### config.mk
export PLATFORM = sky130hd
export DESIGN_NAME = fetch_pc_stage
export DESIGN_NICKNAME = d
export VERILOG_FILES = /design/src/rtl/fetch_pc_stage.sv
export SDC_FILE = /design/constraint.sdc
export NUM_CORES = 1
export LEC_CHECK = 0
export BUFFER_PORTS_ARGS = -buffer_cell sky130_fd_sc_hd__buf_2
export CAP_MARGIN = 20
export CELL_PAD_IN_SITES_DETAIL_PLACEMENT = 1
export CELL_PAD_IN_SITES_GLOBAL_PLACEMENT = 1
export CORE_MARGIN = 2
export CORE_UTILIZATION = 33
export DETAILED_ROUTE_END_ITERATION = 8
export HOLD_SLACK_MARGIN = 0.05
export PLACE_DENSITY = 0.73
export SKIP_LAST_GASP = 1
export SLEW_MARGIN = 15
export SYNTH_ARGS = -nofsm -noshare
export SYNTH_HDL_FRONTEND = slang
export SYNTH_SLANG_ARGS = --single-unit
### constraint.sdc
create_clock -name clk -period 3 [get_ports clk]
set_input_delay 0.15 -clock clk [delete_from_list [all_inputs] [get_ports clk]]
set_output_delay 0.15 -clock clk [all_outputs]
set_load 0.05 [all_outputs]
### src/rtl/fetch_pc_stage.sv
// rtl/fetch_pc_stage.sv - Instruction-fetch stage: program counter, IF/ID register, redirect, fault and halt
//
// Purpose:
//   Owns the program counter that addresses instruction memory and captures
//   the returned instruction word into the IF/ID pipeline register. Handles
//   stall, flush on redirect, misaligned-target fault and the end-of-memory halt.
//
// Ports:
//   clk             in   1   rising-edge clock
//   rst             in   1   asynchronous active-high reset
//   stall           in   1   hold PC and IF/ID this cycle
//   redirect        in   1   taken branch/jump from downstream
//   redirect_target in  32   byte address of redirect target
//   Instr_In        in  32   instruction word at PC_Out (combinational memory)
//   PC_Out          out 32   current fetch address
//   ifid_valid      out  1   IF/ID holds a real instruction
//   ifid_pc         out 32   PC of the instruction in IF/ID
//   ifid_instr      out 32   instruction word in IF/ID
//   halted          out  1   fetch stopped (end of memory or fault)
//   fault           out  1   sticky misaligned-redirect indication

module fetch_pc_stage #(
    parameter logic [31:0] RESET_PC   = 32'h0000_0000,
    parameter int          IMEM_BYTES = 44,
    parameter logic [31:0] NOP_INSTR  = 32'h0000_0013
) (
    input  logic        clk,
    input  logic        rst,
    input  logic        stall,
    input  logic        redirect,
    input  logic [31:0] redirect_target,
    input  logic [31:0] Instr_In,
    output logic [31:0] PC_Out,
    output logic        ifid_valid,
    output logic [31:0] ifid_pc,
    output logic [31:0] ifid_instr,
    output logic        halted,
    output logic        fault
);

    // Last address whose word lies entirely inside instruction memory.
    localparam logic [31:0] LAST_PC = 32'(IMEM_BYTES - 4);

    typedef enum logic [1:0] {
        S_BOOT = 2'd0,
        S_RUN  = 2'd1,
        S_HALT = 2'd2
    } state_t;

    state_t      r_state;
    logic [31:0] r_pc;
    logic        r_ifid_valid;
    logic [31:0] r_ifid_pc;
    logic [31:0] r_ifid_instr;
    logic        r_halted;
    logic        r_fault;

    state_t      w_state_nxt;
    logic [31:0] w_pc_nxt;
    logic        w_ifid_valid_nxt;
    logic [31:0] w_ifid_pc_nxt;
    logic [31:0] w_ifid_instr_nxt;
    logic        w_halted_nxt;
    logic        w_fault_nxt;

    logic        w_target_aligned;
    logic        w_at_last_pc;

    assign w_target_aligned = (redirect_target[1:0] == 2'b00);
    assign w_at_last_pc     = (r_pc >= LAST_PC);

    always_ff @(posedge clk or posedge rst) begin
        if (rst) begin
            r_state      <= S_BOOT;
            r_pc         <= RESET_PC;
            r_ifid_valid <= 1'b0;
            r_ifid_pc    <= 32'h0000_0000;
            r_ifid_instr <= NOP_INSTR;
            r_halted     <= 1'b0;
            r_fault      <= 1'b0;
        end else begin
            r_state      <= w_state_nxt;
            r_pc         <= w_pc_nxt;
            r_ifid_valid <= w_ifid_valid_nxt;
            r_ifid_pc    <= w_ifid_pc_nxt;
            r_ifid_instr <= w_ifid_instr_nxt;
            r_halted     <= w_halted_nxt;
            r_fault      <= w_fault_nxt;
        end
    end

    always_comb begin
        w_state_nxt      = r_state;
        w_pc_nxt         = r_pc;
        w_ifid_valid_nxt = r_ifid_valid;
        w_ifid_pc_nxt    = r_ifid_pc;
        w_ifid_instr_nxt = r_ifid_instr;
        w_halted_nxt     = r_halted;
        w_fault_nxt      = r_fault;

        case (r_state)
            // Memory output is not trusted on the first cycle after reset,
            // so nothing is captured and all control inputs are ignored.
            S_BOOT: begin
                w_state_nxt = S_RUN;
            end

            S_RUN: begin
                if (redirect) begin
                    // Any redirect squashes the instruction that was being
                    // fetched down the wrong path.
                    w_ifid_valid_nxt = 1'b0;
                    w_ifid_pc_nxt    = 32'h0000_0000;
                    w_ifid_instr_nxt = NOP_INSTR;
                    if (w_target_aligned) begin
                        w_pc_nxt = redirect_target;
                    end else begin
                        w_fault_nxt  = 1'b1;
                        w_halted_nxt = 1'b1;
                        w_state_nxt  = S_HALT;
                    end
                end else if (!stall) begin
                    w_ifid_pc_nxt    = r_pc;
                    w_ifid_instr_nxt = Instr_In;
                    w_ifid_valid_nxt = 1'b1;
                    // The last word is still delivered; only the PC stops.
                    if (w_at_last_pc) begin
                        w_halted_nxt = 1'b1;
                        w_state_nxt  = S_HALT;
                    end else begin
                        w_pc_nxt = r_pc + 32'd4;
                    end
                end
            end

            // Clearing valid on every HALT edge is equivalent to clearing it
            // on the first one, so the final instruction shows for one cycle.
            S_HALT: begin
                w_ifid_valid_nxt = 1'b0;
                w_ifid_instr_nxt = NOP_INSTR;
            end

            default: begin
                w_state_nxt = S_BOOT;
            end
        endcase
    end

    assign PC_Out     = r_pc;
    assign ifid_valid = r_ifid_valid;
    assign ifid_pc    = r_ifid_pc;
    assign ifid_instr = r_ifid_instr;
    assign halted     = r_halted;
    assign fault      = r_fault;

endmodule
* Word level (Yosys, flattened, before mapping) *
Index checks and enable logic that the tools add are counted.

storage, ports and cells
  input port bits = 68
  output and inout port bits = 99
  word-level logic and storage cells = 51
  bits in registers = 101

cells by class
  order comparisons = 1
  reduce and logical (&&, ||, !) cells = 10
  bitwise gates (word level) = 2
  add/subtract/negate cells = 1
  eq/ne operators = 9
  multiplexer cells = 21

operator list
  kind                                                                                   number
  32-bit two-way mux                                                                     8
  32-bit one-hot mux with 2 select lines                                                 1
  32-bit by 3-bit adder with 32-bit output (second input constant)                       1
  32-bit by 6-bit greater-or-equal comparator with 1-bit output (second input constant)  1
  4-bit AND reduction                                                                    3
  3-bit inequality test (second input constant)                                          3
  2-bit two-way mux                                                                      4
  1-bit two-way mux                                                                      6
  2-bit one-hot mux with 3 select lines                                                  1
  2-bit zero test                                                                        2
  2-bit by 1-bit inequality test with 1-bit output (second input constant)               2
  2-bit inequality test (second input constant)                                          2
  2-bit AND reduction                                                                    2
  2-bit nonzero test                                                                     2
  3-bit AND reduction                                                                    1
  2-bit by 1-bit equality test with 1-bit output (second input constant)                 1
  2-bit equality test (second input constant)                                            1
  1-bit inverter                                                                         2
  1-bit one-hot mux with 2 select lines                                                  1

* Depth between registers and ports, before layout *
  depth after elaboration = 5
  gate-level depth with buffers = 9
  depth with buffers taken out = 7

* Worst setup path before layout *
OpenSTA, ideal clock, no wires.

  path kind = register to register
  start = register r_pc[2], in the netlist PC_Out[2]
  end = register r_pc[3], in the netlist PC_Out[3]
  period minus slack after synthesis = 2.414 ns
  data arrival time = 2.286 ns
  buffers on the path = 1
  stages on the path, launching flop included = 9
  setup slack = 0.586 ns
  required time = 2.873 ns
  setup time = 0.127 ns
  cell sequence = dfrtp_1 -> inv_1 -> ha_1 -> nor3b_1 -> o31a_1 -> nor4_4 -> or2_1 -> buf_6 -> mux2_1

on the way
  cells in the longest elaborated chain, start to end = 4
  elaborated cells between the ends (all ways) = 7
  those cells by class = add/sub (1); order compare (1); eq/ne (1); mux (3); reduce/logical (1)

RTL lines
  item                                      line  source
  from (decl)                               51    logic [31:0] r_pc;
  from (signal assigned)                    83    r_pc <= w_pc_nxt;
  32-bit by 3-bit adder with 32-bit output  131   w_pc_nxt = r_pc + 32'd4;
  32-bit two-way mux                        127   if (w_at_last_pc) begin
  32-bit two-way mux                        122   end else if (!stall) begin
  32-bit two-way mux                        109   if (redirect) begin

Several ways; a longest one is shown, not always the timed one. The select of a mux whose other input is x is not followed.
A chain may end at the register's enable or synchronous reset.

* Worst setup path after layout *
  start = register r_pc[2], in the netlist PC_Out[2]
  end = register r_pc[11], in the netlist PC_Out[11]

Same word-level chain as after synthesis.

==> results.sh <==
export IMPL_hpwl_um=10300
export IMPL_holdWs_ns=0.0702
export IMPL_pre_cts_slack_ns=0.439
export IMPL_yosys_warnings=0
export IMPL_drc=0
export IMPL_routed_via_density=5.12
export IMPL_peakVddDrop_mv=0.489
export IMPL_hold_class="in -> reg"
export IMPL_die_y_um=119
export IMPL_grt_use_met2_pct=33.3
export IMPL_io_buffer_count=166
export IMPL_nets=678
export IMPL_die_area_um2=14100
export IMPL_grt_max_degree=87
export IMPL_cp_arrival_ns=2.89
export IMPL_synthFlopType="dfrtp_1"
export IMPL_intPower_mw=3.37
export IMPL_worstPathRequired_ns=3.26
export IMPL_power_frac_comb_pct=50.1
export IMPL_worst_slack_ns=0.370
export IMPL_period_share_pct=87.7
export IMPL_cts_tree="yes"
export IMPL_grt_pass1_wl_um=23800
export IMPL_path_max_fanout=17
export IMPL_ys_ff_latch=101
export IMPL_path_clk_slew_ns=0.07
export IMPL_seq_area_frac_synth_pct=58.4
export IMPL_grt_antenna_before_repair=2
export IMPL_cts_sinks=101
export IMPL_gr_usage_met3_pct=4.15
export IMPL_switching_share_pct=52.7
export IMPL_drt_wl_total_um=14800
export IMPL_slew_violations=0
export IMPL_syn_inst=418
export IMPL_fin_cells=786
export IMPL_start_util_pct=34.1
export IMPL_worstMarginPinSlew_ns=0.811
export IMPL_cts_buffers=9
export IMPL_clock_path_buffers=2
export IMPL_clockPowerShare_pct=16.5
export IMPL_hold_viol=0
export IMPL_grt_pass1_vias=4210
export IMPL_cts_root_buf="clkbuf_16"
export IMPL_first_pass_iters=4
export IMPL_cp_end_kind="register"
export IMPL_place_congestion=0.782
export IMPL_synth_compound_gate_area_share_pct=18.4
export IMPL_synthMuxAreaShare_pct=1.41
export IMPL_row_count=41
export IMPL_drive_above_1_share_pct=33.1
export IMPL_cap_violations=0
export IMPL_ys_types=42
export IMPL_synth_top_family_by_area="compound AO/OA/AOI/OAI gates"
export IMPL_clock_skew_ns=0.00890
export IMPL_ios=167
export IMPL_clk_latency_ns=0.34
export IMPL_synth_nets=488
export IMPL_die_x_um=119
export IMPL_synth_avg_cell_area_um2=10.4
export IMPL_p_per_area_nw_per_um2=1200
export IMPL_cts_resized_gates=0
export IMPL_slew_limit_headroom_pct=46.0
export IMPL_dp_cells=737
export IMPL_timing_fmax_ghz=0.380
export IMPL_area_delta_synth_final_pct=37.1
export IMPL_status="finished, final reports clean"
export IMPL_core_area_um2=12700
export IMPL_top_usage_layer="met2"
export IMPL_p_leak_nw=2.92
export IMPL_grt_use_met1_pct=29.4
export IMPL_power_switching_mw=3.75
export IMPL_via_count=4024
export IMPL_synth_edf_count=0
export IMPL_fin_setup_tns_ns=0
export IMPL_synthXorXnorAreaFrac_pct=0
export IMPL_rsz0062_at_grt="false"
export IMPL_worstSetupPathType="reg -> reg"
export IMPL_min_path_cells=3
export IMPL_final_util_pct=46.7
export IMPL_startpoint_type="register"
export IMPL_synthSimpleGateAreaFrac_pct=16.9
export IMPL_drt_initial_drc_count=308
export IMPL_cts_htree_levels=3
export IMPL_synth_async_reset_ratio_pct=100
export IMPL_synthAdderAreaFrac_pct=0.578
export IMPL_setup_violations=0
export IMPL_ant_nets=0
export IMPL_pwr_share_seq_pct=33.4
export IMPL_post_drt_wl_per_cell_um=18.8
export IMPL_overflow=0
export IMPL_ff2ff_path_depth=8
export IMPL_post_route_min_period_ns=2.63
export IMPL_netlist_area_um2=4330
export IMPL_grt_usage_pct=21.5
## through the flow
| step | instance area [µm²] | power, mW |
|---|---|---|
| 2_1_floorplan | 4330 | 4.93 |
| 3_3_place_gp | 5320 | 5.84 |
| 3_5_place_dp | 5320 | 5.93 |
| 4_1_cts | 5920 | 7.15 |
| 5_1_grt | 5940 | 7.51 |
| 6_report | 5940 | 7.12 |
## cells in the mapped netlist, drive strengths merged, types with 3 or more instances
cell type  number  area share, %
mux2i           5            1.2
nand2          74            6.4
nand3           7           0.81
nor2           27            2.3
buf            12            1.8
a21oi          24            2.8
nor2b           3           0.43
nand2b          4           0.58
nor3            4           0.46
or4             3           0.52
inv            12            1.0
o21ai          33            3.8
dfstp           3            1.8
o31ai          10            1.7
dfrtp          98             57
nor4           10            2.5
a22o           29            5.9
o22ai          12            1.7
o22a            4           0.81
clkbuf         16            1.4
nand4           9            1.6
## per-layer routing
layer	routed length (µm)	vias up
li1	-	1873
met1	6500	2013
met2	7120	109
met3	766	27
met4	386	2
met5	13	-
## cells by family (layout without fill, tap and decap cells)
| kind of cell | Yosys count | count (layout) |
|---|---|---|
| flip-flops | 101 | 101 |
| adder cells (fa/ha/maj) | 2 | 2 |
| other | 0 | 1 |
| AND/OR/NAND/NOR | 149 | 149 |
| buffers and inverters | 41 | 236 |
| AO/OA/AOI/OAI | 119 | 119 |
| multiplexers | 6 | 6 |
## power by group through the flow
| stage | logic, mW | clock network, mW | registers (mW) |
|---|---|---|---|
| 2_1_floorplan | 0.901 | 0 | 4.03 |
| 3_5_place_dp | 3.54 | 0 | 2.39 |
| 4_1_cts | 3.58 | 1.20 | 2.37 |
| 3_3_place_gp | 3.50 | 0 | 2.34 |
| 5_1_grt | 3.78 | 1.27 | 2.46 |
| 6_report | 3.57 | 1.17 | 2.38 |
## cell type report
class / instances / area [µm²]
fill: 1525 / 6780
sequential: 101 / 2530
multi-input combinational: 276 / 1620
timing repair buffer: 207 / 1220
clock buffer: 12 / 246
tap: 172 / 215
inverter: 13 / 53.8
clock inverter: 4 / 47.5
antenna: 1 / 2.50
## sequential cells by signal, summed over array words and instances (netlist names)
signal,flops
PC_Out,32
ifid_instr,32
ifid_pc,32
r_state,2
fault,1
halted,1
ifid_valid,1
## critical path: stages (launching register included)
cell and delay, ns:
dfrtp_1 0.45, inv_1 0.09, ha_1 0.20, nor3b_1 0.13
o31a_1 0.29, nor4_4 0.34, or2_1 0.46, buf_4 0.36
mux2i_1 0.22
## worst paths after layout
check	from	end	slack [ns]
worst max-delay path	PC_Out[2]	PC_Out[11]	0.37
worst min-delay path	redirect_target[30]	PC_Out[30]	0.07
worst max register to register	PC_Out[2]	PC_Out[11]	0.37
worst min register to register	fault	fault	0.46
max in group asynchronous	rst	ifid_instr[28]	1.74
min in group asynchronous	rst	ifid_instr[18]	0.51
## what timing repair did
action	CTS	global route
endpoints found under the hold margin	31	31
hold buffers	31	1
setup buffers	0	0
## cell usage in the layout, fill, tap and decap left out, types with 3 or more instances in the layout
| cell | netlist | routed |
|---|---|---|
| dfrtp_1 | 98 | 98 |
| or4_1 | 3 | 3 |
| o31ai_1 | 10 | 10 |
| clkbuf_16 | 0 | 9 |
| nor4_4 | 3 | 3 |
| o22ai_1 | 12 | 12 |
| nor3_1 | 4 | 3 |
| nor4_1 | 7 | 7 |
| a21oi_1 | 24 | 24 |
| nor2_1 | 27 | 26 |
| nand4_1 | 7 | 7 |
| nand3_1 | 7 | 7 |
| a22o_1 | 29 | 29 |
| dlygate4sd3_1 | 0 | 32 |
| nand2_1 | 74 | 73 |
| buf_2 | 3 | 166 |
| nor2b_1 | 3 | 3 |
| o22a_1 | 4 | 4 |
| mux2i_1 | 5 | 5 |
| inv_1 | 12 | 11 |
| buf_4 | 0 | 9 |
| dfstp_2 | 3 | 3 |
| nand2b_1 | 4 | 4 |
| o21ai_0 | 33 | 33 |
(Power assumes the default switching activity.)
